--- src/rtl/udp_arb_pkg.sv ---
// Shared definitions for the UDP TX frame arbiter.
//   - arbiter state encoding (idle / pass / drain)
//   - default maximum UDP payload length
//   - rr_select(): round-robin one-hot pick over up to MaxSources requesters
package udp_arb_pkg;

   localparam int unsigned MaxSources    = 8;
   localparam int unsigned DefaultMaxLen = 1472;  // 1500 MTU - 20 IP - 8 UDP

   typedef logic [1:0] arb_state_t;
   localparam arb_state_t StIdle  = 2'd0;
   localparam arb_state_t StPass  = 2'd1;
   localparam arb_state_t StDrain = 2'd2;

   // First set bit of req scanning ptr, ptr+1, ... modulo n; zero if none.
   function automatic logic [MaxSources-1:0] rr_select(input logic [MaxSources-1:0] req,
                                                       input logic [2:0]            ptr,
                                                       input int unsigned           n);
      logic [MaxSources-1:0] gnt;
      logic                  found;
      logic [2:0]            idx;
      gnt   = '0;
      found = 1'b0;
      for (int unsigned i = 0; i < MaxSources; i++) begin
         idx = (n == 0) ? 3'd0 : 3'((32'(ptr) + i) % n);
         if (i < n && !found && req[idx]) begin
            gnt[idx] = 1'b1;
            found    = 1'b1;
         end
      end
      return gnt;
   endfunction

endpackage

--- src/rtl/axis_pipe_reg.sv ---
// Single-stage registered AXI-Stream slice carrying data/last/user.
// Ports:
//   clk, rst_n              clock, async active-low reset
//   in_valid_i/in_ready_o   upstream handshake; in_ready_o = !valid || out_ready_i
//   in_data_i/last/user     upstream payload
//   out_valid_o/out_ready_i downstream handshake
//   out_data_o/last/user    registered payload, stable while stalled
module axis_pipe_reg #(
   parameter int unsigned DATA_WIDTH = 8
) (
   input  logic                  clk,
   input  logic                  rst_n,
   input  logic                  in_valid_i,
   input  logic [DATA_WIDTH-1:0] in_data_i,
   input  logic                  in_last_i,
   input  logic                  in_user_i,
   output logic                  in_ready_o,
   output logic                  out_valid_o,
   output logic [DATA_WIDTH-1:0] out_data_o,
   output logic                  out_last_o,
   output logic                  out_user_o,
   input  logic                  out_ready_i
);

   logic                  valid_q, valid_d;
   logic [DATA_WIDTH-1:0] data_q, data_d;
   logic                  last_q, last_d;
   logic                  user_q, user_d;
   logic                  load;

   assign in_ready_o = !valid_q || out_ready_i;
   assign load       = in_valid_i && in_ready_o;

   always_comb begin
      valid_d = valid_q;
      data_d  = data_q;
      last_d  = last_q;
      user_d  = user_q;
      if (load) begin
         // Covers the simultaneous drain+load case: valid stays high, new beat.
         valid_d = 1'b1;
         data_d  = in_data_i;
         last_d  = in_last_i;
         user_d  = in_user_i;
      end else if (out_ready_i) begin
         valid_d = 1'b0;
      end
   end

   always_ff @(posedge clk or negedge rst_n) begin
      if (!rst_n) begin
         valid_q <= 1'b0;
         data_q  <= '0;
         last_q  <= 1'b0;
         user_q  <= 1'b0;
      end else begin
         valid_q <= valid_d;
         data_q  <= data_d;
         last_q  <= last_d;
         user_q  <= user_d;
      end
   end

   assign out_valid_o = valid_q;
   assign out_data_o  = data_q;
   assign out_last_o  = last_q;
   assign out_user_o  = user_q;

endmodule

--- src/rtl/udp_tx_frame_arb.sv ---
// Frame-granular round-robin arbiter feeding the UDP TX payload FIFO.
// Grants are held until the source's tlast; frames longer than MAX_LEN are
// cut at MAX_LEN (forced tlast+tuser) and the remainder is drained and dropped.
// Ports:
//   clk, rst_n                 clock, async active-low reset
//   s_axis_*                   S_COUNT packed source streams (tdata/tvalid/tready/tlast/tuser)
//   m_axis_*                   registered output stream, 1-cycle latency
//   status_grant               one-hot current grant, 0 when idle
//   status_truncated           one-cycle pulse per truncated frame
module udp_tx_frame_arb
   import udp_arb_pkg::*;
#(
   parameter int unsigned S_COUNT    = 2,
   parameter int unsigned DATA_WIDTH = 8,
   parameter int unsigned MAX_LEN    = DefaultMaxLen,
   parameter int unsigned LEN_WIDTH  = 11
) (
   input  logic                          clk,
   input  logic                          rst_n,
   input  logic [S_COUNT*DATA_WIDTH-1:0] s_axis_tdata,
   input  logic [S_COUNT-1:0]            s_axis_tvalid,
   output logic [S_COUNT-1:0]            s_axis_tready,
   input  logic [S_COUNT-1:0]            s_axis_tlast,
   input  logic [S_COUNT-1:0]            s_axis_tuser,
   output logic [DATA_WIDTH-1:0]         m_axis_tdata,
   output logic                          m_axis_tvalid,
   input  logic                          m_axis_tready,
   output logic                          m_axis_tlast,
   output logic                          m_axis_tuser,
   output logic [S_COUNT-1:0]            status_grant,
   output logic                          status_truncated
);

   arb_state_t             state_q, state_d;
   logic [S_COUNT-1:0]     grant_q, grant_d;
   logic [2:0]             rr_ptr_q, rr_ptr_d;
   logic [LEN_WIDTH-1:0]   cnt_q, cnt_d;
   logic                   trunc_q, trunc_d;

   logic [S_COUNT-1:0]     sel_gnt;
   logic                   src_valid, src_last, src_user, src_ready;
   logic [DATA_WIDTH-1:0]  src_data;
   logic [2:0]             next_ptr;
   logic                   pipe_ready, load_valid, load_last, load_user;
   logic                   xfer, at_max;

   assign sel_gnt = S_COUNT'(rr_select(MaxSources'(s_axis_tvalid), rr_ptr_q, S_COUNT));

   // Mux the granted source and work out where the pointer goes after it.
   always_comb begin
      src_valid = 1'b0;
      src_last  = 1'b0;
      src_user  = 1'b0;
      src_data  = '0;
      next_ptr  = rr_ptr_q;
      for (int unsigned i = 0; i < S_COUNT; i++) begin
         if (grant_q[i]) begin
            src_valid = s_axis_tvalid[i];
            src_last  = s_axis_tlast[i];
            src_user  = s_axis_tuser[i];
            src_data  = s_axis_tdata[i*DATA_WIDTH +: DATA_WIDTH];
            next_ptr  = (i == S_COUNT - 1) ? 3'd0 : 3'(i + 1);
         end
      end
   end

   assign src_ready = (state_q == StPass)  ? pipe_ready :
                      (state_q == StDrain) ? 1'b1 : 1'b0;
   assign s_axis_tready = src_ready ? grant_q : '0;
   assign xfer          = src_valid && src_ready;

   // This beat is number MAX_LEN of the frame.
   assign at_max     = (cnt_q == LEN_WIDTH'(MAX_LEN - 1));
   assign load_valid = (state_q == StPass) && src_valid;
   assign load_last  = src_last || at_max;
   assign load_user  = src_user || (at_max && !src_last);

   always_comb begin
      state_d  = state_q;
      grant_d  = grant_q;
      rr_ptr_d = rr_ptr_q;
      cnt_d    = cnt_q;
      trunc_d  = 1'b0;
      unique case (state_q)
         StIdle: begin
            if (|s_axis_tvalid) begin
               grant_d = sel_gnt;
               cnt_d   = '0;
               state_d = StPass;
            end
         end
         StPass: begin
            if (xfer) begin
               cnt_d = cnt_q + 1'b1;
               if (src_last) begin
                  grant_d  = '0;
                  cnt_d    = '0;
                  rr_ptr_d = next_ptr;
                  state_d  = StIdle;
               end else if (at_max) begin
                  trunc_d = 1'b1;
                  state_d = StDrain;
               end
            end
         end
         StDrain: begin
            if (xfer && src_last) begin
               grant_d  = '0;
               cnt_d    = '0;
               rr_ptr_d = next_ptr;
               state_d  = StIdle;
            end
         end
         default: begin
            grant_d = '0;
            cnt_d   = '0;
            state_d = StIdle;
         end
      endcase
   end

   always_ff @(posedge clk or negedge rst_n) begin
      if (!rst_n) begin
         state_q  <= StIdle;
         grant_q  <= '0;
         rr_ptr_q <= '0;
         cnt_q    <= '0;
         trunc_q  <= 1'b0;
      end else begin
         state_q  <= state_d;
         grant_q  <= grant_d;
         rr_ptr_q <= rr_ptr_d;
         cnt_q    <= cnt_d;
         trunc_q  <= trunc_d;
      end
   end

   axis_pipe_reg #(
      .DATA_WIDTH (DATA_WIDTH)
   ) u_out_reg (
      .clk         (clk),
      .rst_n       (rst_n),
      .in_valid_i  (load_valid),
      .in_data_i   (src_data),
      .in_last_i   (load_last),
      .in_user_i   (load_user),
      .in_ready_o  (pipe_ready),
      .out_valid_o (m_axis_tvalid),
      .out_data_o  (m_axis_tdata),
      .out_last_o  (m_axis_tlast),
      .out_user_o  (m_axis_tuser),
      .out_ready_i (m_axis_tready)
   );

   assign status_grant     = grant_q;
   assign status_truncated = trunc_q;

endmodule

--- config.mk ---
export PLATFORM = sky130hd
export DESIGN_NAME = udp_tx_frame_arb
export DESIGN_NICKNAME = d
export VERILOG_FILES = /design/src/rtl/udp_arb_pkg.sv /design/src/rtl/axis_pipe_reg.sv /design/src/rtl/udp_tx_frame_arb.sv
export SDC_FILE = /design/constraint.sdc
export NUM_CORES = 1
export LEC_CHECK = 0
export CAP_MARGIN = 20
export CORE_MARGIN = 4
export CORE_UTILIZATION = 49
export DETAILED_ROUTE_END_ITERATION = 7
export HOLD_SLACK_MARGIN = 0.03
export PLACE_DENSITY = 0.77
export SYNTH_ARGS = -nofsm -noshare
export SYNTH_HDL_FRONTEND = slang
export SYNTH_SLANG_ARGS = --single-unit
--- constraint.sdc ---
create_clock -name clk -period 2.3 [get_ports clk]
set_input_delay 0.23 -clock clk [delete_from_list [all_inputs] [get_ports clk]]
set_output_delay 0.23 -clock clk [all_outputs]
set_load 0.05 [all_outputs]
==> impl_results.md <==
* Status: finished, final reports clean
* Synth cell types at 40
* CTS tree: built
* Syn Inst Count at 171
* # diodes at 0
* Multi-input logic area at 857 µm²
* CTS Buf Count at 3
* DP Wirelength at 2880 µm
* Placed insts at 249
* Warnings, synthesis at 0
* Share of cells above drive strength 1 at 8.17%
* I/O Buffers at 40
* Hold crit path type: primary input to async pin
* Wire length per cell at 14.9 µm
* Fin crit share at 93.7%
* Async S/R FF share, synth at 100%
* CP cell instances: inv_1, ha_1, nor3b_1, o211ai_2, and3_1, a32o_1
* Most common cell after layout, fill and taps aside: clkdlybuf4s50_1
* Crit path largest cell delay at 0.57 ns
* Vias at 1409
* Setup bufs post-CTS at 0
* Setup Viol. Count Final at 0
* Sink Count at 28
* Post-Syn Area at 1620 µm²
* Synth Flop Type: dfrtp_1
* Fillers at 272
* Commonest cells after routing, fill and taps aside: clkdlybuf4s50_1 (38), dfrtp_1 (28), nand2_1 (20)
* CP startpoint kind: flop
* Final setup TNS at 0 ns
* PD cells at 964 nW/µm²
* Worst EP required at 2.56 ns
* Worst setup EP type: flop
* Hold Violations, Final at 0
* DR pass1 iterations at 4
* Worst slew margin at 53.0%
* Die Y-Extent at 65.6 µm
* Initial DRC count at 79
* Static leakage at 0.000865 µW
* Die area at 4300 µm²
* #FFs+latches synth at 28
* Final hold slack at 0.265 ns
* Clk Latency, worst-skew pair at 0.32 ns
* Via density at 5.59
* Fin crit period at 2.15 ns
* Seq/Total Area, Yosys at 43.2%
* GRT Total Usage at 19.6%
* H-tree Lvls at 1
* Cts hold-fix bufs at 0
* Core area at 3100 µm²
* Initial antenna violation count at 0
* Top-area cell type share of the netlist area at 43.2%
* GP Congestion at 0.849
* Final worst slack at 0.146 ns
* Largest net degree at the start of global routing at 29
* CP Max Fanout at 17
* Final slew viol count at 0
* Grt ovf at 0
* Clock transition at path regs at 0.14 ns
* RSZ-0062 raised after global routing: no
* Clk_skew at 0.00530 ns
* Area leader, netlist: dfrtp_1
* Remaining routing DRC violations at 0
* Fin cells at 252
* Syn-to-layout area delta at 27.9%
* Fmax at 0.464 GHz
* Number of gates resized after CTS at 0
* Core Rows at 20
* Initial Util at 52.3%
* CP arrival at 2.42 ns
* Syn Nets at 200
* R2r worst-path depth at 6
* Pwr Total at 2000 µW
* Worst VDD drop at 0.000641 V
* Max-cap viol count at 0
* Post-synth EDFFs at 0
* Ports at 41
* DP Worst Slack at 0.161 ns
* Vias in the first global route at 1448
* Clk buf depth at 2
* Top cells by area, synth: dfrtp_1 (43%), nand2_1 (4.6%), a22oi_1 (3.7%), o211ai_1 (3.7%), o21ai_0 (3.4%)
* First-pass GRT wire length at 6600 µm
* Slew @ Worst Pin at 0.703 ns
* Root Driver: clkbuf_4
* Post-DRT Antenna Nets at 0
* Crit path kind: flop to flop
* Avg Inst Size Synth at 9.49 µm²
* CP max-delay cell: o211ai_2
* Die width at 65.6 µm
* Total Routed Length at 3740 µm
* # nets final at 239
* Sequential cell area at 701 µm²
synth_stat cells (4+ instances only):
library cell	n
dfrtp_1	28
nand2_1	20
o21ai_0	11
a22oi_1	8
nor2_1	8
o211ai_1	8
nand3_1	7
a21oi_1	6
a22o_1	6
inv_1	6
nor2b_1	6
buf_2	4
clkbuf_1	4
ha_1	4
nor3_1	4
worst paths after layout:
kind                                               from                       to  slack [ns]
worst max-delay path                         state_q[0]                 cnt_q[9]        0.15
worst min-delay path                              rst_n    u_out_reg.out_valid_o        0.26
worst max register to register               state_q[0]                 cnt_q[9]        0.15
worst min register to register  u_out_reg.out_data_o[6]  u_out_reg.out_data_o[6]        0.50
min in group clk                u_out_reg.out_data_o[6]  u_out_reg.out_data_o[6]        0.50
max in group asynchronous                         rst_n                 cnt_q[6]        1.77
area by class of cell:
cell class	instances	share of cell area [%]
tap	44	2.65
inverter	6	1.08
sequential	28	33.8
clock buffer	3	1.08
timing repair buffer	43	20.1
multi-input combinational	128	41.3
state kept, by name (all words and copies together) (netlist names):
signal / count
u_out_reg.out_user_o: 1
state_q: 2
u_out_reg.out_valid_o: 1
status_truncated: 1
u_out_reg.out_data_o: 8
status_grant: 2
rr_ptr_q: 1
cnt_q: 11
u_out_reg.out_last_o: 1
worst max-delay path, delay by kind of cell (launching register included):
kind / cells / cell delay [ns]
simple gates: 2 / 0.60
compound gates: 2 / 0.77
flops: 1 / 0.41
fa+ha+maj: 1 / 0.25
buf+inv: 1 / 0.07
power breakdown:
part | internal (µW) | total (µW) | switching [µW] | leakage, µW
sequential | 586 | 672 | 86.5 | 0.000378
combinational | 437 | 1130 | 697 | 0.000474
clock | 61.3 | 195 | 134 | 0.0000138
total | 1080 | 2000 | 917 | 0.000865
cell families (layout without fill, tap and decap cells):
kind of cell	after synthesis	count (layout)	share of synthesized area (%)
compound gates	53	53	23.4
mux	5	5	3.55
fa+ha+maj	4	4	3.08
flops	28	28	43.2
simple gates	66	66	22.8
buf+inv	15	52	4.01
through the flow:
step | area, µm² | util (%)
floorplan | 1620 | -
global placement | 2050 | 66.2
detailed placement | 2050 | 66.2
CTS | 2080 | 66.9
global route | 2080 | 66.9
finish | 2080 | 66.9
layer usage:
metal  part of all wire, %  wire (µm)  GRT usage, %  vias to the layer above
met5                     0          0             0                        -
met4                  0.56         21          6.22                        0
met3                   3.8        142          4.10                        2
met2                    50       1890          34.3                       30
met1                    45       1690          24.1                      667
li1                      -          -             -                      710
(Power assumes the default switching activity.)
